File: config.mk
export PLATFORM = sky130hd
export DESIGN_NAME = sync_fifo_param
export DESIGN_NICKNAME = d
export VERILOG_FILES = /design/src/rtl/sync_fifo_pkg.sv /design/src/rtl/sync_fifo_ram.sv /design/src/rtl/sync_fifo_param.sv
export SDC_FILE = /design/constraint.sdc
export NUM_CORES = 1
export LEC_CHECK = 0
export ABC_AREA = 1
export BUFFER_PORTS_ARGS = -buffer_cell sky130_fd_sc_hd__clkbuf_2
export CAP_MARGIN = 20
export CORE_MARGIN = 3
export CORE_UTILIZATION = 40
export CTS_CLUSTER_DIAMETER = 100
export DETAILED_ROUTE_END_ITERATION = 6
export MAX_ROUTING_LAYER = met4
export PLACE_DENSITY = 0.68
export SETUP_SLACK_MARGIN = 0.15
export SLEW_MARGIN = 20
export SYNTH_ARGS = -nofsm -noshare
export SYNTH_HDL_FRONTEND = slang
export SYNTH_SLANG_ARGS = --single-unit
File: constraint.sdc
create_clock -name clk -period 1.84 [get_ports clk]
set_input_delay 0 -clock clk [delete_from_list [all_inputs] [get_ports clk]]
set_output_delay 0 -clock clk [all_outputs]
set_load 0.01 [all_outputs]
File: src/rtl/sync_fifo_pkg.sv
// Shared defaults and pointer-compare helpers for sync_fifo_param.
// Wrap-bit pointers: equal means empty, MSB-only difference means full.
package sync_fifo_pkg;

  localparam int DEF_WIDTH = 4;
  localparam int DEF_DEPTH = 16;

  function automatic logic ptr_empty(
    input logic [31:0] wp,
    input logic [31:0] rp
  );
    return wp == rp;
  endfunction

  function automatic logic ptr_full(
    input logic [31:0] wp,
    input logic [31:0] rp,
    input int          aw
  );
    return (wp ^ rp) == (32'd1 << aw);
  endfunction

endpackage

File: src/rtl/sync_fifo_ram.sv
// WIDTH x DEPTH storage: synchronous write port, asynchronous read port.
module sync_fifo_ram #(
  parameter int WIDTH  = 4,
  parameter int DEPTH  = 16,
  parameter int ADDR_W = $clog2(DEPTH)
) (
  input  logic              clk,
  input  logic              we,
  input  logic [ADDR_W-1:0] waddr,
  input  logic [WIDTH-1:0]  wdata,
  input  logic [ADDR_W-1:0] raddr,
  output logic [WIDTH-1:0]  rdata
);

  logic [WIDTH-1:0] mem [DEPTH];

  always_ff @(posedge clk) begin
    if (we) mem[waddr] <= wdata;
  end

  assign rdata = mem[raddr];

endmodule

File: src/rtl/sync_fifo_param.sv
// Parametrised single-clock FIFO with count, thresholds and sticky errors.
// Define SYNC_FIFO_FWFT_EN for first-word-fall-through output.
module sync_fifo_param
  import sync_fifo_pkg::*;
#(
  parameter int WIDTH     = DEF_WIDTH,
  parameter int DEPTH     = DEF_DEPTH,
  parameter int ADDR_W    = $clog2(DEPTH),
  parameter int AF_THRESH = DEPTH - 2,
  parameter int AE_THRESH = 2
) (
  input  logic              clk,
  input  logic              rst,
  input  logic              wr_en,
  input  logic [WIDTH-1:0]  din,
  input  logic              rd_en,
  output logic [WIDTH-1:0]  dout,
  output logic              dout_valid,
  output logic              full,
  output logic              empty,
  output logic              almost_full,
  output logic              almost_empty,
  output logic [ADDR_W:0]   count,
  output logic              overflow,
  output logic              underflow,
  input  logic              err_clr
);

  localparam logic [ADDR_W:0] AF_C = AF_THRESH[ADDR_W:0];
  localparam logic [ADDR_W:0] AE_C = AE_THRESH[ADDR_W:0];

  logic [ADDR_W:0]  wr_ptr_q, wr_ptr_d;
  logic [ADDR_W:0]  rd_ptr_q, rd_ptr_d;
  logic [ADDR_W:0]  count_q, count_d;
  logic             full_q, full_d;
  logic             empty_q, empty_d;
  logic             af_q, af_d;
  logic             ae_q, ae_d;
  logic             ovf_q, ovf_d;
  logic             udf_q, udf_d;
  logic             wr_acc, rd_acc;
  logic [WIDTH-1:0] ram_rdata;

  assign rd_acc = rd_en & ~empty_q;
  assign wr_acc = wr_en & (~full_q | rd_acc);

  sync_fifo_ram #(
    .WIDTH  (WIDTH),
    .DEPTH  (DEPTH),
    .ADDR_W (ADDR_W)
  ) u_ram (
    .clk   (clk),
    .we    (wr_acc),
    .waddr (wr_ptr_q[ADDR_W-1:0]),
    .wdata (din),
    .raddr (rd_ptr_q[ADDR_W-1:0]),
    .rdata (ram_rdata)
  );

  always_comb begin
    wr_ptr_d = wr_ptr_q;
    rd_ptr_d = rd_ptr_q;
    count_d  = count_q;
    if (wr_acc) wr_ptr_d = wr_ptr_q + 1'b1;
    if (rd_acc) rd_ptr_d = rd_ptr_q + 1'b1;
    case ({wr_acc, rd_acc})
      2'b10:   count_d = count_q + 1'b1;
      2'b01:   count_d = count_q - 1'b1;
      default: count_d = count_q;
    endcase
    // Flags track next-state so they move in step with count.
    full_d  = ptr_full(32'(wr_ptr_d), 32'(rd_ptr_d), ADDR_W);
    empty_d = ptr_empty(32'(wr_ptr_d), 32'(rd_ptr_d));
    af_d    = count_d >= AF_C;
    ae_d    = count_d <= AE_C;
    ovf_d   = (ovf_q & ~err_clr) | (wr_en & ~wr_acc);
    udf_d   = (udf_q & ~err_clr) | (rd_en & empty_q);
  end

  always_ff @(posedge clk) begin
    if (rst) begin
      wr_ptr_q <= '0;
      rd_ptr_q <= '0;
      count_q  <= '0;
      full_q   <= 1'b0;
      empty_q  <= 1'b1;
      af_q     <= 1'b0;
      ae_q     <= 1'b1;
      ovf_q    <= 1'b0;
      udf_q    <= 1'b0;
    end else begin
      wr_ptr_q <= wr_ptr_d;
      rd_ptr_q <= rd_ptr_d;
      count_q  <= count_d;
      full_q   <= full_d;
      empty_q  <= empty_d;
      af_q     <= af_d;
      ae_q     <= ae_d;
      ovf_q    <= ovf_d;
      udf_q    <= udf_d;
    end
  end

`ifdef SYNC_FIFO_FWFT_EN
  assign dout       = ram_rdata;
  assign dout_valid = ~empty_q;
`else
  logic [WIDTH-1:0] dout_q, dout_d;
  logic             dv_q, dv_d;

  always_comb begin
    dout_d = dout_q;
    dv_d   = rd_acc;
    if (rd_acc) dout_d = ram_rdata;
  end

  always_ff @(posedge clk) begin
    if (rst) begin
      dout_q <= '0;
      dv_q   <= 1'b0;
    end else begin
      dout_q <= dout_d;
      dv_q   <= dv_d;
    end
  end

  assign dout       = dout_q;
  assign dout_valid = dv_q;
`endif

  assign full         = full_q;
  assign empty        = empty_q;
  assign almost_full  = af_q;
  assign almost_empty = ae_q;
  assign count        = count_q;
  assign overflow     = ovf_q;
  assign underflow    = udf_q;

endmodule

# After elaboration in Yosys (flattened, before gate mapping)
# Memory sizes are Yosys's and may differ from the RTL's. A register that Yosys moved wholly into a read port is not among the register bits.
# Cells that the tools add are included.
[op_classes]
n_addsub = 4
n_lt_le_gt_ge = 2
n_eq_ne = 4
mux = 5
bitwise_logic = 14
[op_table]
columns = ["cell", "count"]
rows = [
  ["$add A5 B1 Y5 const B", 3],
  ["$mux W5", 2],
  ["$pmux W5 S2", 1],
  ["$and A1 B1 Y1", 6],
  ["$eq A5 B5 Y1", 1],
  ["$eq A5 B5 Y1 const B", 1],
  ["$ge A5 B4 Y1 const B", 1],
  ["$le A5 B2 Y1 const B", 1],
  ["$sub A5 B1 Y5 const B", 1],
  ["$xor A5 B5 Y5", 1],
  ["$not A1 Y1", 4],
  ["$or A1 B1 Y1", 3],
  ["$eq A2 B1 Y1 const B", 1],
  ["$eq A2 B2 Y1 const B", 1],
  ["$mux W1", 2],
]
[totals]
ff_bits = 22
mem_bits_rw = 64
inputBits = 9
wordCells = 40
mem_count = 1
[mem_list]
columns = ["name", "words", "width", "rd", "rd_ports_with_merged_regs", "write_ports", "line_no", "rtl"]
rows = [
  ["u_ram.mem", 16, 4, 1, 1, 1, "sync_fifo_ram.sv:15", "logic [WIDTH-1:0] mem [DEPTH];"],
]

# Longest topological paths before layout
[depth]
ltp_word = 7
ltp_mapped = 18

# By module
# Synthesis repeated with hierarchy kept, for this count alone.
[hier_totals]
cells_unflattened = 499
hier_area_um2 = 4305.4
[modules_own_cells]
columns = ["module", "n_inst", "cells_each", "area_per_inst_um2"]
rows = [
  ["sync_fifo_ram", 1, 286, 2886.5],
  ["sync_fifo_param", 1, 213, 1418.9],
]

# Worst setup path after synthesis
# Ideal clock, no wire load.
[synth_path]
path_type = "flip-flop to flip-flop"
start = "register empty_q, in the netlist empty"
end = "register ae_q, in the netlist almost_empty"
setup_time_ns = 0.115
arrival_ns = 1.950
required_time_ns = 1.725
setup_slack_ns = -0.225
stages_incl_launch_ff = 18
n_path_buf = 0
path_cell_list = "dfxtp_1 > inv_2 > nand2_4 > nand2_4 > nand2_2 > ha_1 > nor2_1 > nor2_1 > ha_1 > inv_1 > nand2_1 > nand3_1 > nand2_1 > nand3_1 > nand2_1 > inv_1 > nor2_1 > nor2_1"
[synth_between]
elab_chain_cells = 7
word_cells_on_any_way = 8
classes_between = "order compare: 1; eq/ne: 2; mux: 1; bitwise: 4"
[synth_lines]
columns = ["item", "line_no", "rtl"]
rows = [
  ["start: declaration", "sync_fifo_param.sv:36", "logic empty_q, empty_d;"],
  ["start signal: assignment", "sync_fifo_param.sv:96", "empty_q <= empty_d;"],
  ["$not A1 Y1 *", "sync_fifo_param.sv:44", "assign rd_acc = rd_en & ~empty_q;"],
  ["$and A1 B1 Y1 *", "sync_fifo_param.sv:44", ""],
  ["$or A1 B1 Y1", "sync_fifo_param.sv:45", "assign wr_acc = wr_en & (~full_q | rd_acc);"],
  ["$and A1 B1 Y1", "sync_fifo_param.sv:45", ""],
  ["$eq A2 B1 Y1 or $eq A2 B2 Y1 (tied branches)", "sync_fifo_param.sv:66", "case ({wr_acc, rd_acc})"],
  ["$pmux W5 S2 *", "sync_fifo_param.sv:66", ""],
  ["$le A5 B2 Y1 *", "sync_fifo_param.sv:75", "ae_d = count_d <= AE_C;"],
  ["end signal: assignment", "sync_fifo_param.sv:88", "ae_q <= 1'b1;"],
  ["end signal: assignment", "sync_fifo_param.sv:98", "ae_q <= ae_d;"],
  ["end: declaration", "sync_fifo_param.sv:38", "logic ae_q, ae_d;"],
]
# Every way passes the cells marked *; elsewhere a longest branch is shown, timed or not.
# A chain may end at the register's enable or synchronous reset.

# Final worst setup path
[layout_path]
start = "register empty_q, in the netlist empty"
end = "register count_q[2], in the netlist count[2]"
[layout_between]
elab_chain_cells = 6
word_cells_on_any_way = 7
classes_between = "eq/ne: 2; mux: 1; bitwise: 4"
[layout_lines]
columns = ["item", "line_no", "rtl"]
rows = [
  ["$not A1 Y1 *", "sync_fifo_param.sv:44", ""],
  ["$and A1 B1 Y1 *", "sync_fifo_param.sv:44", ""],
  ["$or A1 B1 Y1", "sync_fifo_param.sv:45", ""],
  ["$and A1 B1 Y1", "sync_fifo_param.sv:45", ""],
  ["$eq A2 B1 Y1 or $eq A2 B2 Y1 (tied branches)", "sync_fifo_param.sv:66", ""],
  ["$pmux W5 S2 *", "sync_fifo_param.sv:66", ""],
  ["end signal: assignment", "sync_fifo_param.sv:94", "count_q <= count_d;"],
  ["end: declaration", "sync_fifo_param.sv:34", "logic [ADDR_W:0] count_q, count_d;"],
]
# Marked as above.

==> qor.yml <==
setup_path:
  required_ns: 2.14
  start_kind: "flop"
  regToRegSetupSlack_ns: 0.02
  startpoint: "empty"
  worst_r2r_endpoint: "count[2]"
  criticalPathCategory: "flop to flop"
  r2r_start: "empty"
  cp.arrival_ns: 2.12
  r2r_cells: 18
  cp-end-kind: "flop"
  critPathMaxFanout: 4
global_routing:
  grt_pass1_wl_um: 14610
  antenna_found_initial: 0
  met2_usage_pct: 27.38
  grt_util_met1_pct: 21.32
  track_usage_pct: 17.04
  busiest_layer: "met2"
  use_met3_pct: 2.854
  overflow: 0
  grt_pass1_vias: 2932
  grt_max_degree: 34
routing:
  postRouteAntennaNets: 0
  drtIter0Drc: 201
  drc: 0
  drt_wl_total_um: 9169
  drt-pass1-iter-count: 5
  viasPerCell: 5.081
  avgRoutedWirePerCell_um: 15.11
  num_vias: 3084
clocking:
  clkTransAtPathRegs_ns: 0.09
  clock_path_buffers: 2
  cts_tree: "yes"
  cts.sinks: 90
  clockRootBuffer: "clkbuf_8"
  numCtsBuffers: 9
  clock_latency_ns: 0.36
  htree_levels: 3
synthesis:
  ys_top_cells_by_area: "edfxtp_1 (48%), dfxtp_1 (13%), nand2_1 (9.4%)"
  ys_types: 27
  synth_cells: 429
  yosysWarnings: 0
  synth_area_um2: 4023
  avgSynthCellArea_um2: 9.377
  synth-edff-count: 64
  synth_flop_cell: "edfxtp_1"
  synth-seq-cells: 90
  synthArstFlopShare_pct: 0
  synth_top_area_share_pct: 47.78
  netlist.top_cell.by_area: "edfxtp_1"
  synth.net_count: 446
  ys_seq_area_share_pct: 60.72
die:
  die-area_um2: 11300
  die_h_um: 106.3
  dieWidth_um: 106.3
  fp-row-count: 35
  start_util_pct: 42.33
  io_pins: 25
  coreArea_um2: 9503
timing:
  rsz0062_at_grt: "true"
  timing.fmax_mhz: 549.0
  setup_ws_ns: 0.01839
  min_period_ns: 1.822
  slew_headroom_pct: 71.43
  holdWs_ns: 0.04701
  finalClockSkew_ns: 0.01206
  setup_viol: 0
  final_max_slew_viol_count: 0
  tightest_slew_ns: 0.4279
  hold_viol_final: 0
  fin_crit_sh_pct: 99.00
finish:
  nNetsFinal: 490
  num-fill-cells: 840
  final_area_um2: 4846
  layout-drive-gt1-share_pct: 23.85
  synthToLayoutAreaGrowth_pct: 20.47
  antenna_cells: 0
placed_design:
  place_area_um2: 4375
  place_congestion: 0.8241
  post-place-ws_ns: -0.03843
  port_buffers: 24
  dpl.hpwl_um: 6095
power_and_ir_drop:
  comb_power_share_pct: 16.0
  netSwitchingPower_uw: 1172
  p_seq_share_pct: 55.5
  p_per_area_nw_per_um2: 854.6
  leakagePower_uw: 0.001916
  p_sw_share_pct: 28.30
  intPower_uw: 2969
  ir_worst_vdd_v: 0.0004636
  power_frac_clock_pct: 28.5
worst_hold_path:
  worstHoldStart: "rst"
  holdCritPathClass: "input port to flop"
  min_to: "count[2]"
  holdPathStages: 3
run_status:
  outcome: "completed"
run:
  drv_cap: 0
==> timing repair <==
| action | 4_1_cts | 5_1_grt |
|---|---|---|
| resized for setup | 24 | 43 |
| hold buffers | 3 | 0 |
| setup buffers | 4 | 2 |
| pin swaps | 15 | 10 |
| hold endpoints to repair | 2 | 0 |
| endpoints found under the setup margin | 45 | 71 |
==> critical path, stage by stage (launching register included) <==
cell and delay (ns):
dfxtp_4 0.36, inv_4 0.06, nand2_4 0.05, nand2_4 0.07, nand2_4 0.05, ha_4 0.17, nand2_2 0.06, inv_2 0.05
nor2_4 0.13, ha_4 0.15, inv_4 0.04, nand2_4 0.07, inv_2 0.03, nand2_1 0.04, nand3_1 0.08, o21ai_2 0.10
buf_4 0.14, inv_2 0.03, nor2_2 0.09
==> flip-flops by register name, indices dropped and copies added (netlist names) <==
signal        flops
count             5
dout_valid        1
almost_empty      1
underflow         1
rd_ptr_q          5
full              1
dout              4
empty             1
u_ram.mem        64
almost_full       1
wr_ptr_q          5
overflow          1
==> area by class of cell <==
class / count / area, um^2 / area share (%)
Clock inverter: 6 / 41.29 / 0.8521
Multi-Input combinational cell: 293 / 1609 / 33.20
Inverter: 32 / 127.6 / 2.634
Tap cell: 129 / 161.4 / 3.331
Clock buffer: 10 / 127.6 / 2.634
Sequential cell: 90 / 2447 / 50.50
Timing Repair Buffer: 47 / 331.6 / 6.842
==> worst max-delay path by stage <==
stage | endpoint | slack, ns | depth (start not counted)
floorplan | almost_empty | -0.02 | 18
global placement | almost_empty | 0.02 | 18
detailed placement | almost_empty | -0.04 | 18
finish | count[2] | 0.02 | 18
global route | count[2] | -0.1 | 18
CTS | almost_empty | 0.07 | 18
==> stage by stage <==
stage                     std cells  power, uW  utilization [%]  TNS (ns)
after floorplan                 429       2701                -  -0.01842
after global placement          582       2882            46.04         0
after detailed placement        582       2893            46.04  -0.03843
after CTS                       605       4098            49.12         0
after global routing            607       4330            50.99   -0.2155
final                           607       4141            50.99         0
==> cell usage after synthesis (2+ instances only) <==
master / instances
ha_1: 8
nand2_1: 101
a21oi_1: 14
buf_2: 9
o211ai_1: 8
dfxtp_1: 26
xnor2_1: 2
clkbuf_1: 4
nand3_1: 37
clkinv_1: 2
nand4_1: 5
o21ai_0: 33
nand2_4: 2
edfxtp_1: 64
inv_2: 2
nor2_1: 74
inv_1: 28
==> power groups by stage <==
stage / combinational [uW] / sequential (uW) / clock, uW
floorplan: 366 / 2330 / 0
global placement: 548 / 2330 / 0
detailed placement: 556 / 2340 / 0
CTS: 602 / 2290 / 1200
global route: 739 / 2310 / 1280
finish: 663 / 2300 / 1180
==> kinds of logic after synthesis <==
| kind of cell | share of synthesized area (%) |
|---|---|
| XOR/XNOR | 0.6533 |
| AO/OA/AOI/OAI | 8.118 |
| multiplexers | 0.2488 |
| buffers and inverters | 4.759 |
| flip-flops | 60.72 |
| adder cells (fa/ha/maj) | 2.488 |
| AND/OR/NAND/NOR | 23.02 |
==> per-layer routing <==
metal / routed length [um] / vias up
met4: 223 / 0
met1: 3902 / 1456
met3: 388 / 19
met5: 0 / -
li1: - / 1535
met2: 4654 / 74
==> layout by cell type, fill, tap and decap left out, drive strengths merged <==
cell type    instances
buf                 20
dfxtp               26
dlygate4sd3          3
o211ai               8
ha                   8
mux2i                1
nand3b               1
inv                 31
clkbuf              34
nor2                75
a21oi               14
clkinvlp             2
nand2              104
edfxtp              64
a21boi               1
nand4                5
o21bai               1
xnor2                2
clkinv               5
nand3               37
nor3                 1
xor2                 1
o21ai               34
No activity file was read; power rests on OpenSTA's default activity.
